**src/rtl/fifo_uart_tx.sv**
```systemverilog
// fifo_uart_tx: pops bytes from a FIFO read port and sends each as an 8N1 UART frame on o_tx.
// Define FIFO_UART_TX_PARITY_EN to insert an even-parity bit between the data bits and the stop bit.
module fifo_uart_tx #(
    parameter int CLKS_PER_BIT = 434,
    parameter int CNT_W        = 16
) (
    input  logic       i_clk,
    input  logic       i_rst_n,
    input  logic       i_tx_en,
    input  logic       i_fifo_empty,
    input  logic [7:0] i_fifo_dout,
    output logic       o_fifo_rd,
    output logic       o_tx,
    output logic       o_busy,
    output logic       o_byte_done
);
`ifdef FIFO_UART_TX_PARITY_EN
    typedef enum logic [2:0] {IDLE, FETCH, LATCH, START, DATA, PARITY, STOP} state_t;
`else
    typedef enum logic [2:0] {IDLE, FETCH, LATCH, START, DATA, STOP} state_t;
`endif
    state_t state, nxt;
    logic [CNT_W-1:0] cnt;
    logic [2:0] idx;
    logic [7:0] shift;
    logic tc, pre, tx_d, rd_d, busy_d, done_d;
`ifdef FIFO_UART_TX_PARITY_EN
    logic par;
`endif
    assign tc  = cnt == CNT_W'(CLKS_PER_BIT - 1);
    assign pre = cnt == CNT_W'(CLKS_PER_BIT - 2);
    always_ff @(posedge i_clk or negedge i_rst_n) begin
        if (!i_rst_n) begin
            state       <= IDLE;
            cnt         <= '0;
            idx         <= '0;
            shift       <= '0;
            o_tx        <= 1'b1;
            o_fifo_rd   <= 1'b0;
            o_busy      <= 1'b0;
            o_byte_done <= 1'b0;
`ifdef FIFO_UART_TX_PARITY_EN
            par         <= 1'b0;
`endif
        end else begin
            state       <= nxt;
            o_tx        <= tx_d;
            o_fifo_rd   <= rd_d;
            o_busy      <= busy_d;
            o_byte_done <= done_d;
            cnt         <= (state inside {IDLE, FETCH, LATCH} || tc) ? '0 : cnt + CNT_W'(1);
            idx         <= state == LATCH ? 3'd0 : (state == DATA && tc) ? idx + 3'd1 : idx;
            shift       <= state == LATCH ? i_fifo_dout : (state == DATA && tc) ? {1'b0, shift[7:1]} : shift;
`ifdef FIFO_UART_TX_PARITY_EN
            par         <= state == LATCH ? ^i_fifo_dout : par;
`endif
        end
    end
    always_comb begin
        nxt = state;
        case (state)
            IDLE:    nxt = (i_tx_en && !i_fifo_empty) ? FETCH : IDLE;
            FETCH:   nxt = LATCH;
            LATCH:   nxt = START;
            START:   nxt = tc ? DATA : START;
`ifdef FIFO_UART_TX_PARITY_EN
            DATA:    nxt = (tc && idx == 3'd7) ? PARITY : DATA;
            PARITY:  nxt = tc ? STOP : PARITY;
`else
            DATA:    nxt = (tc && idx == 3'd7) ? STOP : DATA;
`endif
            STOP:    nxt = tc ? IDLE : STOP;
            default: nxt = IDLE;
        endcase
    end
    // Outputs are computed from the next state so the registered copies line up with the state.
    always_comb begin
        tx_d   = nxt == START ? 1'b0 : nxt == DATA ? ((state == DATA && tc) ? shift[1] : shift[0]) : 1'b1;
`ifdef FIFO_UART_TX_PARITY_EN
        if (nxt == PARITY) tx_d = par;
`endif
        rd_d   = nxt == FETCH;
        busy_d = nxt != IDLE;
        done_d = state == STOP && pre;
    end
endmodule

```
**config.mk**
```make
export PLATFORM = sky130hd
export DESIGN_NAME = fifo_uart_tx
export DESIGN_NICKNAME = d
export VERILOG_FILES = /design/src/rtl/fifo_uart_tx.sv
export SDC_FILE = /design/constraint.sdc
export NUM_CORES = 1
export LEC_CHECK = 0
export ABC_AREA = 1
export CAP_MARGIN = 20
export CORE_AREA = 2 2 57 64
export DETAILED_ROUTE_END_ITERATION = 6
export DIE_AREA = 0 0 59 66
export GPL_ROUTABILITY_DRIVEN = 0
export PLACE_DENSITY = 0.75
export SLEW_MARGIN = 20
export SYNTH_ARGS = -nofsm -noshare
export SYNTH_HDL_FRONTEND = slang
export SYNTH_SLANG_ARGS = --single-unit
```
**constraint.sdc**
```tcl
create_clock -name i_clk -period 1.9 [get_ports i_clk]
set_input_delay 0.38 -clock i_clk [delete_from_list [all_inputs] [get_ports i_clk]]
set_output_delay 0.38 -clock i_clk [all_outputs]
set_load 0.02 [all_outputs]
```
==> results.py <==
metrics = {
    "final_layout": {
        "nNetsFinal": 232,
        "drive_above_1_share_pct": 16.20,
        "layout_commonest_cell": "nand2_1",
        "layoutNonFillerInstCount": 252,
        "fin_area_mm2": 0.002003,
        "area_growth_pct": 15.85,
        "layout_common_cells": "nand2_1, dfrtp_1, nor2_1, inv_1, clkdlybuf4s50_1",
        "antenna_cells": 0,
    },
    "grt": {
        "grt_usage_pct": 19.41,
        "antenna_found_initial": 0,
        "grt_pass1_wl_um": 5616,
        "grt_max_degree": 35,
        "overflow": 0,
        "grt_pass1_vias": 1329,
    },
    "cts": {
        "cts.clk_slew.worst_paths_ns": 0.10,
        "cts.path.max_buffers": 2,
        "root_buffer": "clkbuf_4",
        "numCtsBuffers": 5,
        "htree_levels": 2,
        "clock_latency_ns": 0.34,
        "cts.sinks": 34,
        "cts_hold_buf": 0,
        "post-cts-setup-buffers": 0,
        "cts_tree": "yes",
        "ctsResizeCount": 0,
    },
    "hold_path": {
        "hold_path_class": "in -> async",
    },
    "worst_setup_path": {
        "required_ns": 2.14,
        "path_delay_family": "simple AND/OR/NAND/NOR gates",
        "crit_chain": "ha_1, nand3_2, nor3_4, nand3_1, nor2_2, inv_1, o21ai_0, a21oi_1",
        "cp_slowest_cell": "dfrtp_1",
        "cpPeakStageDelay_ns": 0.42,
        "crit_path_start_kind": "register",
        "cp_num_buf_inv": 1,
        "crit_path_max_fanout": 5,
        "crit_type": "reg -> reg",
        "regToRegStartpoint": "cnt[0]",
        "cp-end-kind": "register",
        "worstPathArrival_ns": 1.90,
        "r2r_cells": 8,
        "rrSetupSlack_ns": 0.24,
        "r2r_end": "cnt[12]",
    },
    "synthesis": {
        "avgSynthCellArea_um2": 9.006,
        "yosysTopAreaCell": "dfrtp_1",
        "yosys_warnings": 0,
        "syn_inst": 192,
        "ys_seq_area_share_pct": 49.28,
        "syn_nets": 209,
        "ys_ff_latch": 34,
        "synth_flop_cell": "dfrtp_1",
        "netlist_area_mm2": 0.001729,
        "async_flop_share_pct": 100.0,
        "synth_top_area_share_pct": 47.76,
        "synth_cell_type_count": 35,
        "netlist_top_cells_area": "dfrtp_1, nand2_1, nor2_1",
        "synth-edff-count": 0,
    },
    "routing": {
        "drc_errors": 0,
        "ant_nets": 0,
        "totalWireLength_um": 3090,
        "drtPass1Iterations": 4,
        "wire_per_inst_um": 12.26,
        "drt-vias-per-instance": 5.405,
        "drt_iter0_drc": 71,
        "dr_total_vias": 1362,
    },
    "placement": {
        "pre_cts_slack_ns": 0.2028,
        "placedCellCount": 244,
        "placed_area_mm2": 0.001934,
        "place_hpwl_um": 2269,
        "io_buffer_count": 15,
    },
    "power": {
        "p_int_mw": 0.9380,
        "p_sw_share_pct": 21.97,
        "clkPwrFrac_pct": 34.7,
        "p_comb_share_pct": 4.0,
        "power.density_mw_per_mm2": 600.1,
        "leakage_nw": 0.9395,
        "ir_worst_vdd_uv": 369.1,
        "power_frac_seq_pct": 61.3,
        "p_sw_mw": 0.2641,
    },
    "sta": {
        "max_freq_ghz": 0.6008,
        "hold_viol": 0,
        "fin_skew_ns": 0.01210,
        "fin_hold_ws_ns": 0.4387,
        "setup_ws_ns": 0.2357,
        "fin_crit_ns": 1.664,
        "rsz0062_at_grt": "false",
        "slew_headroom_pct": 72.24,
        "tightest_slew_ns": 0.4164,
        "setup_tns_ns": 0,
        "finalCritPeriodShare_pct": 87.60,
        "slew_violations": 0,
        "finalSetupViolCount": 0,
    },
    "die": {
        "die_h_um": 66,
        "start_util_pct": 53.24,
        "die-area_mm2": 0.003894,
        "rows": 22,
        "io_pins": 16,
        "core-area_mm2": 0.003248,
        "die_w_um": 59,
    },
    "run": {
        "maxCapViolations": 0,
    },
    "status": {
        "status": "finished, final reports clean",
    },
}
layout make-up:
cell class              instances  area [um^2]
well taps                      36        45.04
clock inverters                 1        5.005
inverters                      22        82.58
flip-flops and latches         34        852.1
clock buffers                   7        55.05
fillers                       279         1245
multi-input cells             135        795.8
repair buffers                 17        167.7
worst register-to-register path: cells and delay by family (launching register included):
family                     cells  cell delay, ns
buffers and inverters          1            0.08
AOI/OAI and AO/OA              2            0.22
and+or+nand+nor                4            0.61
DFF                            1            0.42
adders and majority gates      1            0.23
registers in the layout (all words and copies together) (netlist names):
| signal | cells |
|---|---|
| shift | 8 |
| cnt | 16 |
| idx | 3 |
| o_fifo_rd | 1 |
| o_busy | 1 |
| o_tx | 1 |
| state | 3 |
| o_byte_done | 1 |
Yosys cell counts (all sizes together) (2+ instances only):
| cell | n |
|---|---|
| nand4 | 4 |
| o21ai | 7 |
| inv | 22 |
| nand2 | 39 |
| a22oi | 5 |
| xor2 | 4 |
| and3 | 2 |
| dfrtp | 33 |
| a21oi | 7 |
| ha | 5 |
| nor3 | 8 |
| nor2 | 28 |
| nor3b | 2 |
| nand3 | 16 |
metrics by stage:
step | power (mW) | util, %
after floorplan | 0.7589 | -
after global placement | 0.7991 | 59.55
after detailed placement | 0.8002 | 59.55
after CTS | 1.226 | 61.40
after global routing | 1.267 | 61.67
final | 1.202 | 61.67
how the worst max path moves through the flow:
stage | end | from | cells after the start
final | cnt[12] | cnt[0] | 8
after global routing | cnt[12] | cnt[0] | 8
after CTS | o_tx | o_tx | 1
after detailed placement | cnt[12] | cnt[0] | 8
after global placement | cnt[12] | cnt[0] | 8
after floorplan | cnt[12] | cnt[0] | 8
power groups by stage:
stage	clock, mW	combinational, mW	sequential (mW)
2_1_floorplan	0	0.00956	0.749
3_3_place_gp	0	0.0486	0.751
3_5_place_dp	0	0.0500	0.750
4_1_cts	0.439	0.0499	0.737
5_1_grt	0.474	0.0554	0.738
6_report	0.417	0.0483	0.737
logic make-up (layout without fill, tap and decap cells):
| group | Yosys count | count (layout) | synth area share, % |
|---|---|---|---|
| xor gates and xnor gates | 5 | 5 | 2.532 |
| adders and majority gates | 5 | 5 | 3.618 |
| AOI/OAI and AO/OA | 23 | 23 | 8.177 |
| muxes | 1 | 1 | 0.5789 |
| DFF | 34 | 34 | 49.28 |
| and+or+nand+nor | 101 | 101 | 30.75 |
| buffers and inverters | 23 | 47 | 5.065 |
routing by layer:
layer,up-vias,track usage (%),routed length [um]
met1,643,23.28,1411
met2,32,31.11,1463
met5,-,0,0
li1,680,-,-
met4,0,10.51,67
met3,7,5.479,147
(Power assumes the default switching activity.)
